==> src/rtl/coolgirl_pkg.sv <==
// Shared definitions for the mapper IRQ blocks.
//   - irq_sel_e : register-select codes for the $C000-$E001 window,
//                 encoded as {cpu_addr_in[13], cpu_addr_in[0]}
//   - LOW_MIN_DEFAULT : default minimum A12 low time, in m2 cycles
package coolgirl_pkg;

  typedef enum logic [1:0] {
    IRQ_LATCH   = 2'b00,  // $C000: reload value
    IRQ_RELOAD  = 2'b01,  // $C001: force reload on next edge
    IRQ_DISABLE = 2'b10,  // $E000: disable and acknowledge
    IRQ_ENABLE  = 2'b11   // $E001: enable
  } irq_sel_e;

  localparam int LOW_MIN_DEFAULT = 3;

endpackage

==> src/rtl/mmc3_scanline_irq_if.sv <==
// CPU register-write bus into the scanline IRQ unit.
//   reg_we   : one-cycle write strobe for this mapper's $C000-$FFFF window
//   reg_sel  : {cpu_addr_in[13], cpu_addr_in[0]}
//   reg_data : CPU data bus value
// master = mapper register decode, slave = IRQ unit.
interface mmc3_scanline_irq_if #(
  parameter int CNT_W = 8
);
  logic             reg_we;
  logic [1:0]       reg_sel;
  logic [CNT_W-1:0] reg_data;

  modport master (output reg_we, output reg_sel, output reg_data);
  modport slave  (input  reg_we, input  reg_sel, input  reg_data);
endinterface

==> src/rtl/mmc3_scanline_irq_a12_edge_filter.sv <==
// PPU A12 rising-edge qualifier.
// Synchronises the raw A12 line into the m2 domain and emits a one-cycle
// pulse on a rising edge that was preceded by at least LOW_MIN consecutive
// low samples. Short low glitches (sprite/BG fetch interleave) are ignored.
//   m2       : clock
//   reset_n  : synchronous active-low reset
//   ppu_a12  : raw PPU address bit 12 (asynchronous)
//   edge_out : qualified rising edge, valid for the cycle ending at the
//              posedge where the parent acts on it
module a12_edge_filter #(
  parameter int LOW_MIN = 3
) (
  input  logic m2,
  input  logic reset_n,
  input  logic ppu_a12,
  output logic edge_out
);

  localparam logic [3:0] LOW_MAX = 4'(LOW_MIN);

  logic       s1;
  logic       s2;
  logic       s3;
  logic [3:0] low_cnt;

  // Synchroniser, previous-sample register and saturating low-time counter.
  always_ff @(posedge m2) begin
    if (!reset_n) begin
      s1      <= 1'b0;
      s2      <= 1'b0;
      s3      <= 1'b0;
      low_cnt <= 4'd0;
    end else begin
      s1 <= ppu_a12;
      s2 <= s1;
      s3 <= s2;
      if (s2) begin
        low_cnt <= 4'd0;
      end else if (low_cnt != LOW_MAX) begin
        low_cnt <= low_cnt + 4'd1;
      end else begin
        low_cnt <= low_cnt;
      end
    end
  end

  // Decoded straight from flops so the parent steps at posedge k+2 after a
  // raw rise before posedge k; registering it would add a cycle of latency.
  assign edge_out = s2 & ~s3 & (low_cnt == LOW_MAX);

endmodule

==> src/rtl/mmc3_scanline_irq.sv <==
// MMC3-style scanline IRQ unit.
// Counts qualified PPU A12 rising edges with a reloadable down-counter and
// raises irq_out when the counter lands on zero while enabled.
//   m2          : CPU M2, sole clock
//   reset_n     : synchronous active-low reset
//   ppu_a12     : raw PPU A12
//   bus         : register-write bus (slave modport)
//   irq_out     : active-high IRQ request, held until $E000
//   counter_dbg : current counter value
// REV_A selects the rev A rule (IRQ only on a transition into zero) versus
// rev B (IRQ on every edge that leaves the counter at zero).
module mmc3_scanline_irq
  import coolgirl_pkg::*;
#(
  parameter int LOW_MIN = LOW_MIN_DEFAULT,
  parameter bit REV_A   = 1'b0,
  parameter int CNT_W   = 8
) (
  input  logic                 m2,
  input  logic                 reset_n,
  input  logic                 ppu_a12,
  mmc3_scanline_irq_if.slave   bus,
  output logic                 irq_out,
  output logic [CNT_W-1:0]     counter_dbg
);

  logic [CNT_W-1:0] latch;
  logic [CNT_W-1:0] counter;
  logic             reload_pend;
  logic             enabled;
  logic             qual_edge;
  logic             step_reload;
  logic [CNT_W-1:0] next_count;
  logic             irq_set;

  a12_edge_filter #(.LOW_MIN(LOW_MIN)) u_edge_filter (
    .m2       (m2),
    .reset_n  (reset_n),
    .ppu_a12  (ppu_a12),
    .edge_out (qual_edge)
  );

  // Counter value and IRQ condition that a qualified edge would produce.
  always_comb begin
    step_reload = (counter == {CNT_W{1'b0}}) || reload_pend;
    if (step_reload) begin
      next_count = latch;
    end else begin
      next_count = counter - {{(CNT_W-1){1'b0}}, 1'b1};
    end
    if (REV_A) begin
      // Reloading zero onto zero with no pending reload is not a transition.
      irq_set = enabled && (next_count == {CNT_W{1'b0}}) &&
                ((counter != {CNT_W{1'b0}}) || reload_pend);
    end else begin
      irq_set = enabled && (next_count == {CNT_W{1'b0}});
    end
  end

  // Register writes take priority; an edge in the same cycle is dropped.
  always_ff @(posedge m2) begin
    if (!reset_n) begin
      latch       <= {CNT_W{1'b0}};
      counter     <= {CNT_W{1'b0}};
      reload_pend <= 1'b0;
      enabled     <= 1'b0;
      irq_out     <= 1'b0;
    end else if (bus.reg_we) begin
      case (irq_sel_e'(bus.reg_sel))
        IRQ_LATCH: begin
          latch <= bus.reg_data;
        end
        IRQ_RELOAD: begin
          counter     <= {CNT_W{1'b0}};
          reload_pend <= 1'b1;
        end
        IRQ_DISABLE: begin
          enabled <= 1'b0;
          irq_out <= 1'b0;
        end
        IRQ_ENABLE: begin
          enabled <= 1'b1;
        end
        default: begin
          enabled <= enabled;
        end
      endcase
    end else if (qual_edge) begin
      counter     <= next_count;
      reload_pend <= 1'b0;
      if (irq_set) begin
        irq_out <= 1'b1;
      end else begin
        irq_out <= irq_out;
      end
    end else begin
      counter <= counter;
    end
  end

  assign counter_dbg = counter;

endmodule

==> src/flat_wrapper.sv <==
// flat-port wrapper written by rule: the top's interface ports become plain ports
module mmc3_scanline_irq_flat import coolgirl_pkg::*;
#(
  parameter int LOW_MIN = LOW_MIN_DEFAULT,
  parameter bit REV_A   = 1'b0,
  parameter int CNT_W   = 8
)
  (m2, reset_n, ppu_a12, irq_out, counter_dbg, bus_reg_we, bus_reg_sel, bus_reg_data);
  mmc3_scanline_irq_if #(.CNT_W(CNT_W)) bus_i ();
  input  logic m2;
  input  logic reset_n;
  input  logic ppu_a12;
  output logic irq_out;
  output logic [CNT_W-1:0] counter_dbg;
  input wire logic [$bits(bus_i.reg_we)-1:0] bus_reg_we;
  input wire logic [$bits(bus_i.reg_sel)-1:0] bus_reg_sel;
  input wire logic [$bits(bus_i.reg_data)-1:0] bus_reg_data;
  assign bus_i.reg_we = bus_reg_we;
  assign bus_i.reg_sel = bus_reg_sel;
  assign bus_i.reg_data = bus_reg_data;
  mmc3_scanline_irq #(.LOW_MIN(LOW_MIN), .REV_A(REV_A), .CNT_W(CNT_W)) u_core (.m2(m2), .reset_n(reset_n), .ppu_a12(ppu_a12), .bus(bus_i), .irq_out(irq_out), .counter_dbg(counter_dbg));
endmodule
==> config.mk <==
export PLATFORM = sky130hd
export DESIGN_NAME = mmc3_scanline_irq_flat
export DESIGN_NICKNAME = d
export VERILOG_FILES = /design/src/rtl/coolgirl_pkg.sv /design/src/rtl/mmc3_scanline_irq_if.sv /design/src/rtl/mmc3_scanline_irq_a12_edge_filter.sv /design/src/rtl/mmc3_scanline_irq.sv /design/src/flat_wrapper.sv
export SDC_FILE = /design/constraint.sdc
export NUM_CORES = 1
export LEC_CHECK = 0
export ABC_AREA = 1
export CORE_MARGIN = 3
export CORE_UTILIZATION = 55
export CTS_CLUSTER_DIAMETER = 80
export CTS_CLUSTER_SIZE = 25
export DETAILED_ROUTE_END_ITERATION = 16
export PLACE_DENSITY = 0.82
export SLEW_MARGIN = 40
export SYNTH_ARGS = -nofsm -noshare
export SYNTH_HDL_FRONTEND = slang
export SYNTH_SLANG_ARGS = --single-unit
export TNS_END_PERCENT = 30
==> constraint.sdc <==
create_clock -name m2 -period 4.2 [get_ports m2]
set_input_delay 0.84 -clock m2 [delete_from_list [all_inputs] [get_ports m2]]
set_output_delay 0.84 -clock m2 [all_outputs]
set_load 0.005 [all_outputs]
Word level (Yosys, flattened, before mapping)
Index checks and enable logic that the tools add are counted.
{ "op_classes": {"n_addsub": 2, "reduce_logical": 13, "n_eq_ne": 7, "n_bitwise": 4, "muxes": 12} }
{ "ops": {"columns": ["operator", "count"], "rows": [
  ["two-way mux 8 bit", 4],
  ["zero test 8 bit", 2],
  ["subtractor 8 x 1 -> 8 bit, second input constant", 1],
  ["two-way mux 1 bit", 7],
  ["AND reduction 2 bit", 3],
  ["nonzero test 2 bit", 3],
  ["adder 4 x 1 -> 4 bit, second input constant", 1],
  ["== test 2 bit, second input constant", 2],
  ["== test 4 x 2 -> 1 bit, second input constant", 1],
  ["inequality test 2 x 1 -> 1 bit, second input constant", 2],
  ["inequality test 4 x 2 -> 1 bit, second input constant", 1],
  ["AND reduction 3 bit", 1],
  ["AND 1 bit", 2],
  ["== test 2 x 1 -> 1 bit, second input constant", 1],
  ["zero test 2 bit", 1],
  ["inverter 1 bit", 2],
  ["case mux 1 bit (2 select lines)", 1],
  ["OR reduction 2 bit", 1],
  ["logical AND 1 bit", 1],
  ["logical OR 1 bit", 1]
]} }
{ "totals": {"regBits": 26, "in_bits": 14, "out_inout_bits": 9} }

Depth between registers and ports, before layout
{ "depth": {"word_depth": 8, "ltp_mapped": 15} }

By module
From an unflattened synthesis, not the netlist that was laid out.
{ "hier_totals": {"hier_cells": 196, "hier_area_um2": 1326.3} }
{ "by_module_without_submodules": {"columns": ["module", "cells_per_inst", "area_per_inst_um2", "seq_area_each_um2", "n_inst"], "rows": [
  ["mmc3_scanline_irq", 160, 1024.7, 380.4, 1],
  ["a12_edge_filter", 36, 301.5, 140.1, 1]
]} }

Worst setup path before layout
Ideal clock, no wire load.
{ "synth_path": {"kind": "in2reg", "startpoint": "in bus_reg_we", "endpoint": "reg u_core.latch[0]", "setup_time_ns": 0.120, "path_slack_ns": 2.486, "stages": 5, "arrival_ns": 1.594, "required_time_ns": 4.080, "cell_sequence": "inv_1 nor3_2 clkinv_1 o21ai_0 a21oi_1"} }
{ "synth_via": {"elab_chain_len": 1} }
{ "synth_rtl": {"columns": ["element", "line_no", "source"], "rows": [
  ["start: declaration", "flat_wrapper.sv:15", "input wire logic [$bits(bus_i.reg_we)-1:0] bus_reg_we;"],
  ["AND reduction 2 bit (no source line)", null, null],
  ["end signal: assignment", "mmc3_scanline_irq.sv:63", "latch <= {CNT_W{1'b0}};"],
  ["end signal: assignment", "mmc3_scanline_irq.sv:71", "latch <= bus.reg_data;"],
  ["end: declaration", "mmc3_scanline_irq.sv:27", "logic [CNT_W-1:0] latch;"]
]} }
Every way passes these cells.
A chain may end at the register's enable or synchronous reset.

Worst setup path in the final report
{ "layout_path": {"startpoint": "reg u_core.counter[2], in the netlist u_core.counter_dbg[2]", "endpoint": "out counter_dbg[2]"} }
{ "layout_lines": {"columns": ["element", "line_no", "source"], "rows": [
  ["start: declaration", "mmc3_scanline_irq.sv:28", "logic [CNT_W-1:0] counter;"],
  ["start signal: assignment", "mmc3_scanline_irq.sv:64", "counter <= {CNT_W{1'b0}};"],
  ["start signal: assignment", "mmc3_scanline_irq.sv:74", "counter <= {CNT_W{1'b0}};"],
  ["start signal: assignment", "mmc3_scanline_irq.sv:89", "counter <= next_count;"],
  ["end: declaration", "flat_wrapper.sv:14", "output logic [CNT_W-1:0] counter_dbg;"]
]} }
No word-level cell between the ends.

==> flow_metrics.env <==
export IMPL_design_area_sq_um=1643
export IMPL_setup_violations=0
export IMPL_slowest_stage="clkdlybuf4s50_1"
export IMPL_ys_top_cells_by_count="46 x nand2_1, 26 x dfxtp_1, 25 x nor2_1"
export IMPL_tns_ns=0
export IMPL_tightest_slew_ns=0.4128
export IMPL_rrSetupSlack_ns=2.40
export IMPL_cts_resized=0
export IMPL_total_power_uw=486.0
export IMPL_clock_latency_ns=0.33
export IMPL_drtIter0Drc=40
export IMPL_grtUsageTotal=0.2018
export IMPL_grt_overflow=0
export IMPL_worst_hold_slack_ns=0.4354
export IMPL_drt_vias_per_instance=5.090
export IMPL_fp_dieW_microns=55.34
export IMPL_nets=235
export IMPL_crit_path_start_kind="flip-flop"
export IMPL_fin_crit_sh=0.5320
export IMPL_finalHoldViolCount=0
export IMPL_cts_hold_fix_buffers=0
export IMPL_synth_nets=209
export IMPL_dp_hpwl_microns=2293
export IMPL_clk_path_buf_depth=2
export IMPL_rows=17
export IMPL_avgRoutedWirePerCell_microns=11.67
export IMPL_slew_viol_final=0
export IMPL_root_buffer="clkbuf_4"
export IMPL_worst_clock_skew_ns=0.008934
export IMPL_synth_cells=192
export IMPL_cp_cell_sequence="clkdlybuf4s50_1"
export IMPL_cts_setup_buffers=0
export IMPL_cp_num_buf_inv=1
export IMPL_tritoncts="done"
export IMPL_synth_area_sq_um=1339
export IMPL_yosys_area_top_type="dfxtp_1"
export IMPL_vias=1247
export IMPL_synth_flop_cell="dfxtp_1"
export IMPL_antenna_left=0
export IMPL_powerDensity_nw_per_um2=295.8
export IMPL_die_h_microns=55.34
export IMPL_setup_ws_ns=1.966
export IMPL_nFillCells=204
export IMPL_p_leak_nw=0.7163
export IMPL_ioPinCount=23
export IMPL_dr_pass1_iters=4
export IMPL_drt_wl_total_microns=2860
export IMPL_cp_end_kind="primary output"
export IMPL_place_ws_ns=1.733
export IMPL_die_area_sq_um=3062
export IMPL_synth_top_area_share=0.3888
export IMPL_cts_reportedPaths_clkPinSlew_ns=0.14
export IMPL_ys_top_cells_by_area="dfxtp_1 39%, nand2_1 13%, nor2_1 7.0%"
export IMPL_hp_start="u_core.u_edge_filter.s1"
export IMPL_clock_fmax_mhz=447.6
export IMPL_timing_rr_start="u_core.counter_dbg[0]"
export IMPL_period_needed_ns=2.234
export IMPL_seq_area_sq_um=520.5
export IMPL_drv_cap=0
export IMPL_diodes=0
export IMPL_place_area_sq_um=1590
export IMPL_holdPathStages=2
export IMPL_ir_worst_vdd_v=0.0002590
export IMPL_synthArstFlopShare=0
export IMPL_multi_input_area_sq_um=721.9
export IMPL_coreArea_sq_um=2255
export IMPL_relSlewSlack=0.7239
export IMPL_final_layout_size_suffix_gt1_frac=0.1521
export IMPL_yosysWarnings=0
export IMPL_grt_max_degree=16
export IMPL_yosysMostFrequentCell="nand2_1"
export IMPL_cpLargestDelayFamily="buffers and inverters"
export IMPL_worstPathRequired_ns=3.36
export IMPL_area_growth_pct=22.71
export IMPL_clock_sinks=26
export IMPL_syn_area_per_cell_sq_um=6.973
export IMPL_synth_distinct_cells=26
export IMPL_r2r_end="u_core.irq_out"
export IMPL_initial_core_util=0.5938
export IMPL_ys_ff_latch=26
export IMPL_portBuffers=22
export IMPL_min_path_type="reg2reg"
export IMPL_status="finished, final reports clean"
export IMPL_cpPeakStageDelay_ns=0.57
export IMPL_rsz0062_at_grt="false"
export IMPL_place_congestion=0.7931
export IMPL_critPathKind="reg2out"
export IMPL_antenna_found_initial=0
export IMPL_grt_pass1_vias=1167
export IMPL_min_to="u_core.u_edge_filter.s2"
export IMPL_rr_worst_depth=11
export IMPL_ys_seq_area_frac=0.3888
export IMPL_drcViolationCount=0
export IMPL_cts_htree_levels=1
export IMPL_arrival_ns=1.39
export IMPL_synth_edf_count=0
export IMPL_critPathMaxFanout=6
export IMPL_cts_made_buffers=3
export IMPL_grt_first_pass_wirelength_microns=5071
==> layout by cell type, fill, tap and decap left out, types with 2 or more instances in the layout <==
master	n
a21oi_1	13
clkbuf_4	3
xnor2_1	2
inv_1	13
o21ai_0	13
nand2_1	46
ha_1	3
nand3b_1	2
inv_2	8
clkinv_1	2
nor2_2	3
nand2_2	10
nand3_1	14
dfxtp_1	26
nor2_1	25
clkdlybuf4s50_1	22
==> metrics by stage <==
step,util,cells
after floorplan,-,192
after global placement,0.7053,241
after global routing,0.7286,245
after detailed placement,0.7053,241
final,0.7286,245
after CTS,0.7286,245
==> state kept, by name, summed over array words and instances (netlist names) <==
register,cells
u_core.u_edge_filter.s1,1
u_core.u_edge_filter.s3,1
u_core.enabled,1
u_core.reload_pend,1
u_core.u_edge_filter.low_cnt,4
u_core.latch,8
u_core.counter_dbg,8
u_core.irq_out,1
u_core.u_edge_filter.s2,1
==> cell type report <==
type | instances | share of cell area
clock buffers | 3 | 0.01371
multi-input cells | 141 | 0.4395
inverters | 24 | 0.05636
well taps | 28 | 0.02133
flip-flops and latches | 26 | 0.3168
repair buffers | 22 | 0.1340
clock inverters | 1 | 0.01828
==> logic make-up after synthesis <==
kind of cell / synth area share
simple gates: 0.3879
compound gates: 0.1037
flops: 0.3888
buf+inv: 0.07197
xor+xnor: 0.01963
fa+ha+maj: 0.02804
==> where the power goes <==
part           switching [mW]  internal [mW]
clock network          0.0753         0.0966
registers             0.00622          0.256
logic                  0.0272         0.0242
==> worst max-delay path by stage <==
stage	start	endpoint	slack, ns	depth (start not counted)
after CTS	u_core.counter_dbg[2]	counter_dbg[2]	1.95	1
after global placement	bus_reg_we	u_core.latch[0]	1.82	6
after detailed placement	reset_n	u_core.u_edge_filter.low_cnt[0]	1.73	5
after global routing	reset_n	u_core.u_edge_filter.low_cnt[0]	1.90	5
after floorplan	bus_reg_we	u_core.latch[0]	2.49	5
final	u_core.counter_dbg[2]	counter_dbg[2]	1.97	1
==> metal layers <==
metal / share of wire / global-route usage
met1: 0.45 / 0.2496
met3: 0.051 / 0.03505
met4: 0.019 / 0.08681
met2: 0.48 / 0.3412
met5: 0 / 0
Note: power is estimated with default switching activity, not from simulation.
